## config.mk

```make
export PLATFORM = sky130hd
export DESIGN_NAME = vrased_reset_ctrl
export DESIGN_NICKNAME = d
export VERILOG_FILES = /design/src/rtl/vrased_pkg.sv /design/src/rtl/vrased_hold_timer.sv /design/src/rtl/vrased_reset_ctrl.sv
export SDC_FILE = /design/constraint.sdc
export NUM_CORES = 1
export LEC_CHECK = 0
export ABC_AREA = 1
export BUFFER_PORTS_ARGS = -buffer_cell sky130_fd_sc_hd__buf_2
export CORE_ASPECT_RATIO = 1.4
export CORE_UTILIZATION = 40
export DETAILED_ROUTE_END_ITERATION = 12
export HOLD_SLACK_MARGIN = 0.02
export PLACE_DENSITY_LB_ADDON = 0.08
export SLEW_MARGIN = 10
export SYNTH_ARGS = -nofsm -noshare
export SYNTH_HDL_FRONTEND = slang
export SYNTH_HIERARCHICAL = 1
export SYNTH_SLANG_ARGS = --single-unit
```

## constraint.sdc

```tcl
create_clock -name clk -period 1.51 [get_ports clk]
set_input_delay 0.3775 -clock clk [delete_from_list [all_inputs] [get_ports clk]]
set_output_delay 0.3775 -clock clk [all_outputs]
set_load 0.01 [all_outputs]
```

## src/rtl/vrased_pkg.sv

```systemverilog
// Shared definitions for the VRASED reset controller.
// Holds the controller state encoding, the default reset-vector address and
// the bit positions of each violation source inside viol / rst_cause.
package vrased_pkg;

   // Controller states: armed and waiting, stretching a reset, or waiting
   // for the CPU to come back through its reset vector.
   typedef enum logic [1:0] {
      IDLE     = 2'd0,
      HOLD     = 2'd1,
      WAIT_VEC = 2'd2
   } state_t;

   // Address the CPU fetches first after a PUC.
   localparam logic [15:0] RESET_HANDLER_DEFAULT = 16'hFFFE;

   // Violation source bit positions.
   localparam int CAUSE_SDATA_ACCESS = 0;   // unauthorised SDATA access
   localparam int CAUSE_SROM_WRITE   = 1;   // SROM write outside allowed regions
   localparam int CAUSE_CTR_WRITE    = 2;   // CTR write from outside SROM
   localparam int CAUSE_KEY_ACCESS   = 3;   // key ROM access

endpackage

```

## src/rtl/vrased_hold_timer.sv

```systemverilog
// 8-bit hold timer for the VRASED reset controller.
// Loads load_val when load is high, otherwise counts down and stops at zero.
// Ports:
//   clk      - system clock
//   reset_n  - asynchronous active-low reset (counter cleared to 0)
//   load     - load the counter with load_val this cycle
//   load_val - reload value
//   zero     - counter currently equals 0
module vrased_hold_timer (
   input  logic       clk,
   input  logic       reset_n,
   input  logic       load,
   input  logic [7:0] load_val,
   output logic       zero
);

   logic [7:0] count;

   // Load has priority so a fresh violation always restarts the period;
   // otherwise the counter parks at zero until the next load.
   always_ff @(posedge clk or negedge reset_n) begin
      if (!reset_n) begin
         count <= 8'd0;
      end else if (load) begin
         count <= load_val;
      end else if (count != 8'd0) begin
         count <= count - 8'd1;
      end
   end

   assign zero = (count == 8'd0);

endmodule

```

## src/rtl/vrased_reset_ctrl.sv

```systemverilog
// VRASED reset controller.
// Turns monitor violation requests into a stretched CPU reset (PUC) pulse,
// then waits for the CPU to fetch its reset vector before re-arming. Also
// keeps a sticky cause register and a saturating violation counter that
// software reads after reboot.
// Ports:
//   clk       - system clock
//   reset_n   - asynchronous active-low reset
//   viol      - per-source violation requests (level or pulse)
//   pc        - current CPU program counter
//   cause_clr - software clear of rst_cause (only honoured while armed)
//   puc_req   - registered CPU reset request, active-high
//   armed     - high while idle and ready for a new violation
//   rst_cause - sticky OR of all sources seen since the last clear
//   viol_cnt  - saturating count of reset episodes entered
module vrased_reset_ctrl
   import vrased_pkg::*;
#(
   parameter int          HOLD_CYCLES   = 16,
   parameter logic [15:0] RESET_HANDLER = RESET_HANDLER_DEFAULT,
   parameter int          NSRC          = 4
) (
   input  logic            clk,
   input  logic            reset_n,
   input  logic [NSRC-1:0] viol,
   input  logic [15:0]     pc,
   input  logic            cause_clr,
   output logic            puc_req,
   output logic            armed,
   output logic [NSRC-1:0] rst_cause,
   output logic [7:0]      viol_cnt
);

   // The timer holds the number of extra cycles still to spend in HOLD, so
   // an isolated violation gives exactly HOLD_CYCLES cycles of puc_req.
   localparam logic [7:0] HOLD_LOAD = 8'(HOLD_CYCLES - 1);

   state_t state;
   state_t next_state;
   logic   any_viol;
   logic   timer_zero;
   logic   cnt_inc;

   assign any_viol = |viol;

   vrased_hold_timer u_hold_timer (
      .clk      (clk),
      .reset_n  (reset_n),
      .load     (any_viol),
      .load_val (HOLD_LOAD),
      .zero     (timer_zero)
   );

   // Next-state logic. A violation forces HOLD from every state, which also
   // gives it priority over the reset-vector fetch in WAIT_VEC.
   always_comb begin
      next_state = state;
      cnt_inc    = 1'b0;
      case (state)
         IDLE: begin
            if (any_viol) begin
               next_state = HOLD;
               cnt_inc    = 1'b1;
            end
         end
         HOLD: begin
            if (!any_viol && timer_zero) begin
               next_state = WAIT_VEC;
            end
         end
         WAIT_VEC: begin
            if (any_viol) begin
               next_state = HOLD;
               cnt_inc    = 1'b1;
            end else if (pc == RESET_HANDLER) begin
               next_state = IDLE;
            end
         end
         default: begin
            next_state = IDLE;
         end
      endcase
   end

   // State and registered outputs. puc_req and armed are decoded from the
   // next state so they change on the same edge as the state itself while
   // staying pure flop outputs.
   always_ff @(posedge clk or negedge reset_n) begin
      if (!reset_n) begin
         state   <= IDLE;
         puc_req <= 1'b0;
         armed   <= 1'b1;
      end else begin
         state   <= next_state;
         puc_req <= (next_state == HOLD);
         armed   <= (next_state == IDLE);
      end
   end

   // Cause register: sticky in every state. A clear is only accepted while
   // idle so the cause of an in-flight reset cannot be lost; a clear that
   // coincides with a violation keeps that violation.
   always_ff @(posedge clk or negedge reset_n) begin
      if (!reset_n) begin
         rst_cause <= '0;
      end else if (cause_clr && (state == IDLE)) begin
         rst_cause <= viol;
      end else begin
         rst_cause <= rst_cause | viol;
      end
   end

   // Episode counter: counts entries into HOLD only, not reloads within it.
   always_ff @(posedge clk or negedge reset_n) begin
      if (!reset_n) begin
         viol_cnt <= 8'd0;
      end else if (cnt_inc && (viol_cnt != 8'hFF)) begin
         viol_cnt <= viol_cnt + 8'd1;
      end
   end

endmodule

```

==> run_results.csv <==
group,metric,value,unit
status,status,"complete, no violations",
die,die-height,72.4,µm
placed_design,gp_congestion,0.770,
clocking,clock_latency,0.26,ns
finish,post-route-util,51.5,%
pwr,clkPwrFrac,32.4,%
synthesis,ys_types,27,
detailed_routing,wl,2800,µm
worst_setup_path,cp_cell_sequence,"inv_1 -> ha_1 -> nand2_2 -> nor2_4 -> nand3_1 -> nand3b_1 -> nand2_1 -> nor2_1",
sta,worst_hold_slack,0.0848,ns
finish,drive_gt1_share,27.1,%
worst_setup_path,critPathLaunchType,"flip-flop",
pwr,finalPower,0.00119,W
synthesis,synth_mux_area_share,0,%
worst_setup_path,worstPathRequired,1.71,ns
finish,fillers,359,
finish,final_common_cell,"nand2_1",
clocking,cts.path.max_buffers,2,
detailed_routing,viasPerCell,4.54,
grt,grt_start_max_net_pins,25,
sta,fin_crit_sh,89.2,%
die,core,3380,µm²
pwr,intPower,0.000905,W
die,die_x,52.3,µm
worst_setup_path,crit_arrival,1.54,ns
placed_design,dp_hpwl,2220,µm
clocking,clock_sinks,24,
pwr,seq_power_share,56.5,%
finish,antennaDiodeCount,0,
sta,setup_viol_count_final,0,
sta,fmax,742,MHz
synthesis,yosys_warnings,6,
synthesis,ys_seq_elements,24,
grt,grt_use_total,17.8,%
grt,grt_pass1_vias,1253,
clocking,cts_hold_buffers,0,
synthesis,syn_avg_cell_area,7.42,µm²
synthesis,ys_async_sr_fraction,100,%
clocking,cts_resized,0,
die,start_util,41.9,%
pwr,switchingPower,0.000287,W
finish,nNetsFinal,266,
finish,mostFrequentLayoutCells,"nand2_1 (75), buf_2 (36), dfrtp_1 (23)",
hold_path,worstHoldPathType,"in2async",
synthesis,synth_compound_area_share,7.95,%
sta,fin_crit,1.35,ns
finish,fin_cells,280,
detailed_routing,num_vias,1270,
synthesis,synth_top_flop_cell,"dfrtp_1",
synthesis,synth_top_family_by_area,"simple AND/OR/NAND/NOR gates",
detailed_routing,wl_per_cell,10.0,µm
job,maxCapViolCount,0,
clocking,clk_pin_slew,0.08,ns
pwr,p_per_area,686,nW/µm²
die,row_count,25,
worst_setup_path,worstSetupEndpointType,"flip-flop",
clocking,root_buffer,"clkbuf_8",
finish,regArea,602,µm²
detailed_routing,antenna_left,0,
synthesis,yosys.area_share.simple,37.6,%
sta,drv_slew,0,
synthesis,synth_cells,191,
sta,max_slew_margin,64.3,%
sta,worst_slew_pin_slew,0.535,ns
synthesis,synth_area,1420,µm²
synthesis,ys_seq_area_share,42.5,%
detailed_routing,drtIter0Drc,22,
sta,finalHoldViolCount,0,
pwr,swShare,24.1,%
placed_design,port_buffers,36,
worst_setup_path,cp_top_family,"simple AND/OR/NAND/NOR gates",
clocking,cts_tree,"built",
synthesis,synthXorXnorAreaFrac,3.09,%
detailed_routing,drc_errors,0,
worst_setup_path,crit_type,"reg2reg",
sta,rsz0062_at_grt,"no",
placed_design,placed_cells,276,
synthesis,synth_edf_count,0,
clocking,h-tree-depth,1,
worst_setup_path,crit_path_max_incr_delay,0.39,ns
die,io_pins,37,
pwr,vdd_drop_max,0.000422,V
pwr,leakage,0.991,nW
sta,worst_clock_skew,0.000966,ns
grt,grt_pass1_wl,5060,µm
worst_setup_path,cpMaxStageDelayCell,"dfrtp_1",
clocking,post_cts_buffers,0,
grt,antenna_found_initial,0,
finish,synthToLayoutAreaGrowth,22.8,%
die,dieArea,3790,µm²
finish,multi_input_area,744,µm²
worst_setup_path,critPathBufInv,1,
sta,final.setup.tns,0,ns
worst_setup_path,cp_max_fo,2,
grt,globalRouteOverflowTotal,0,
detailed_routing,firstDrtPassIters,4,
synthesis,synth_fa_ha_area_share,1.77,%
pwr,p_comb_share,11.1,%
clocking,cts_inserted_buffers,3,
==> cell usage after synthesis, types with 2 or more instances <==
cell      count  area [µm²]
inv_2         2        7.51
o21ai_2       3        26.3
nand2_2       4        25.0
nand2_1      75         282
dfrtp_1      23         576
nand3_1       9        45.0
o21bai_1      4        30.0
nor2_2        6        37.5
o21ai_0       3        15.0
ha_1          2        25.0
nand4_1       4        25.0
nor2_4        2        22.5
nor2_1       16        60.1
inv_1        20        75.1
xor2_1        4        35.0
conb_1        2        7.51
a21oi_1       2        10.0
==> logic make-up (layout without fill, tap and decap cells) <==
family          count (synthesis)  in the layout
other cells                     2              8
flops                          24             24
simple gates                  119            119
fa+ha+maj                       2              2
xor+xnor                        5              5
buf+inv                        24             67
compound gates                 15             15
==> metrics by stage <==
stage	cell area (µm²)	worst slack, ns
after floorplan	1440	0.133
after global placement	1690	0.170
after detailed placement	1690	0.146
after global routing	1740	0.0346
after CTS	1740	0.144
final	1740	0.163
==> final timing paths <==
kind	end	slack, ns	from	cells past startpoint
min in group clk	rst_cause[1]	0.32	viol[1]	2
worst min register to register	puc_req	0.51	state[1]	1
max in group asynchronous	armed	1.06	reset_n	1
worst max-delay path	armed	0.16	u_hold_timer/count[1]	8
worst max register to register	armed	0.16	u_hold_timer/count[1]	8
worst min-delay path	rst_cause[0]	0.08	reset_n	1
==> area by class of cell <==
class | instances | share of cell area, %
Sequential cell | 24 | 34.6
Inverter | 23 | 5.04
Timing Repair Buffer | 40 | 12.1
Multi-Input combinational cell | 149 | 42.8
Clock buffer | 4 | 2.59
Tap cell | 40 | 2.88
==> power by group through the flow <==
stage	Sequential, W	Clock (W)	Combinational, W
finish	0.000674	0.000387	0.000132
global route	0.000677	0.000447	0.000154
CTS	0.000674	0.000410	0.000135
detailed placement	0.000687	0	0.000135
global placement	0.000687	0	0.000134
floorplan	0.000684	0	0.0000734
==> state kept, by name, indices dropped and copies added (netlist names) <==
name / flops
state: 2
rst_cause: 4
u_hold_timer/count: 8
viol_cnt: 8
armed: 1
puc_req: 1
==> layer usage <==
layer	track usage [%]	wire length (µm)	vias to the layer above
li1	-	-	678
met1	19.2	1140	557
met2	32.5	1520	31
met3	2.94	96	4
met4	8.19	44	0
met5	0	0	-
No activity file was read; power rests on OpenSTA's default activity.
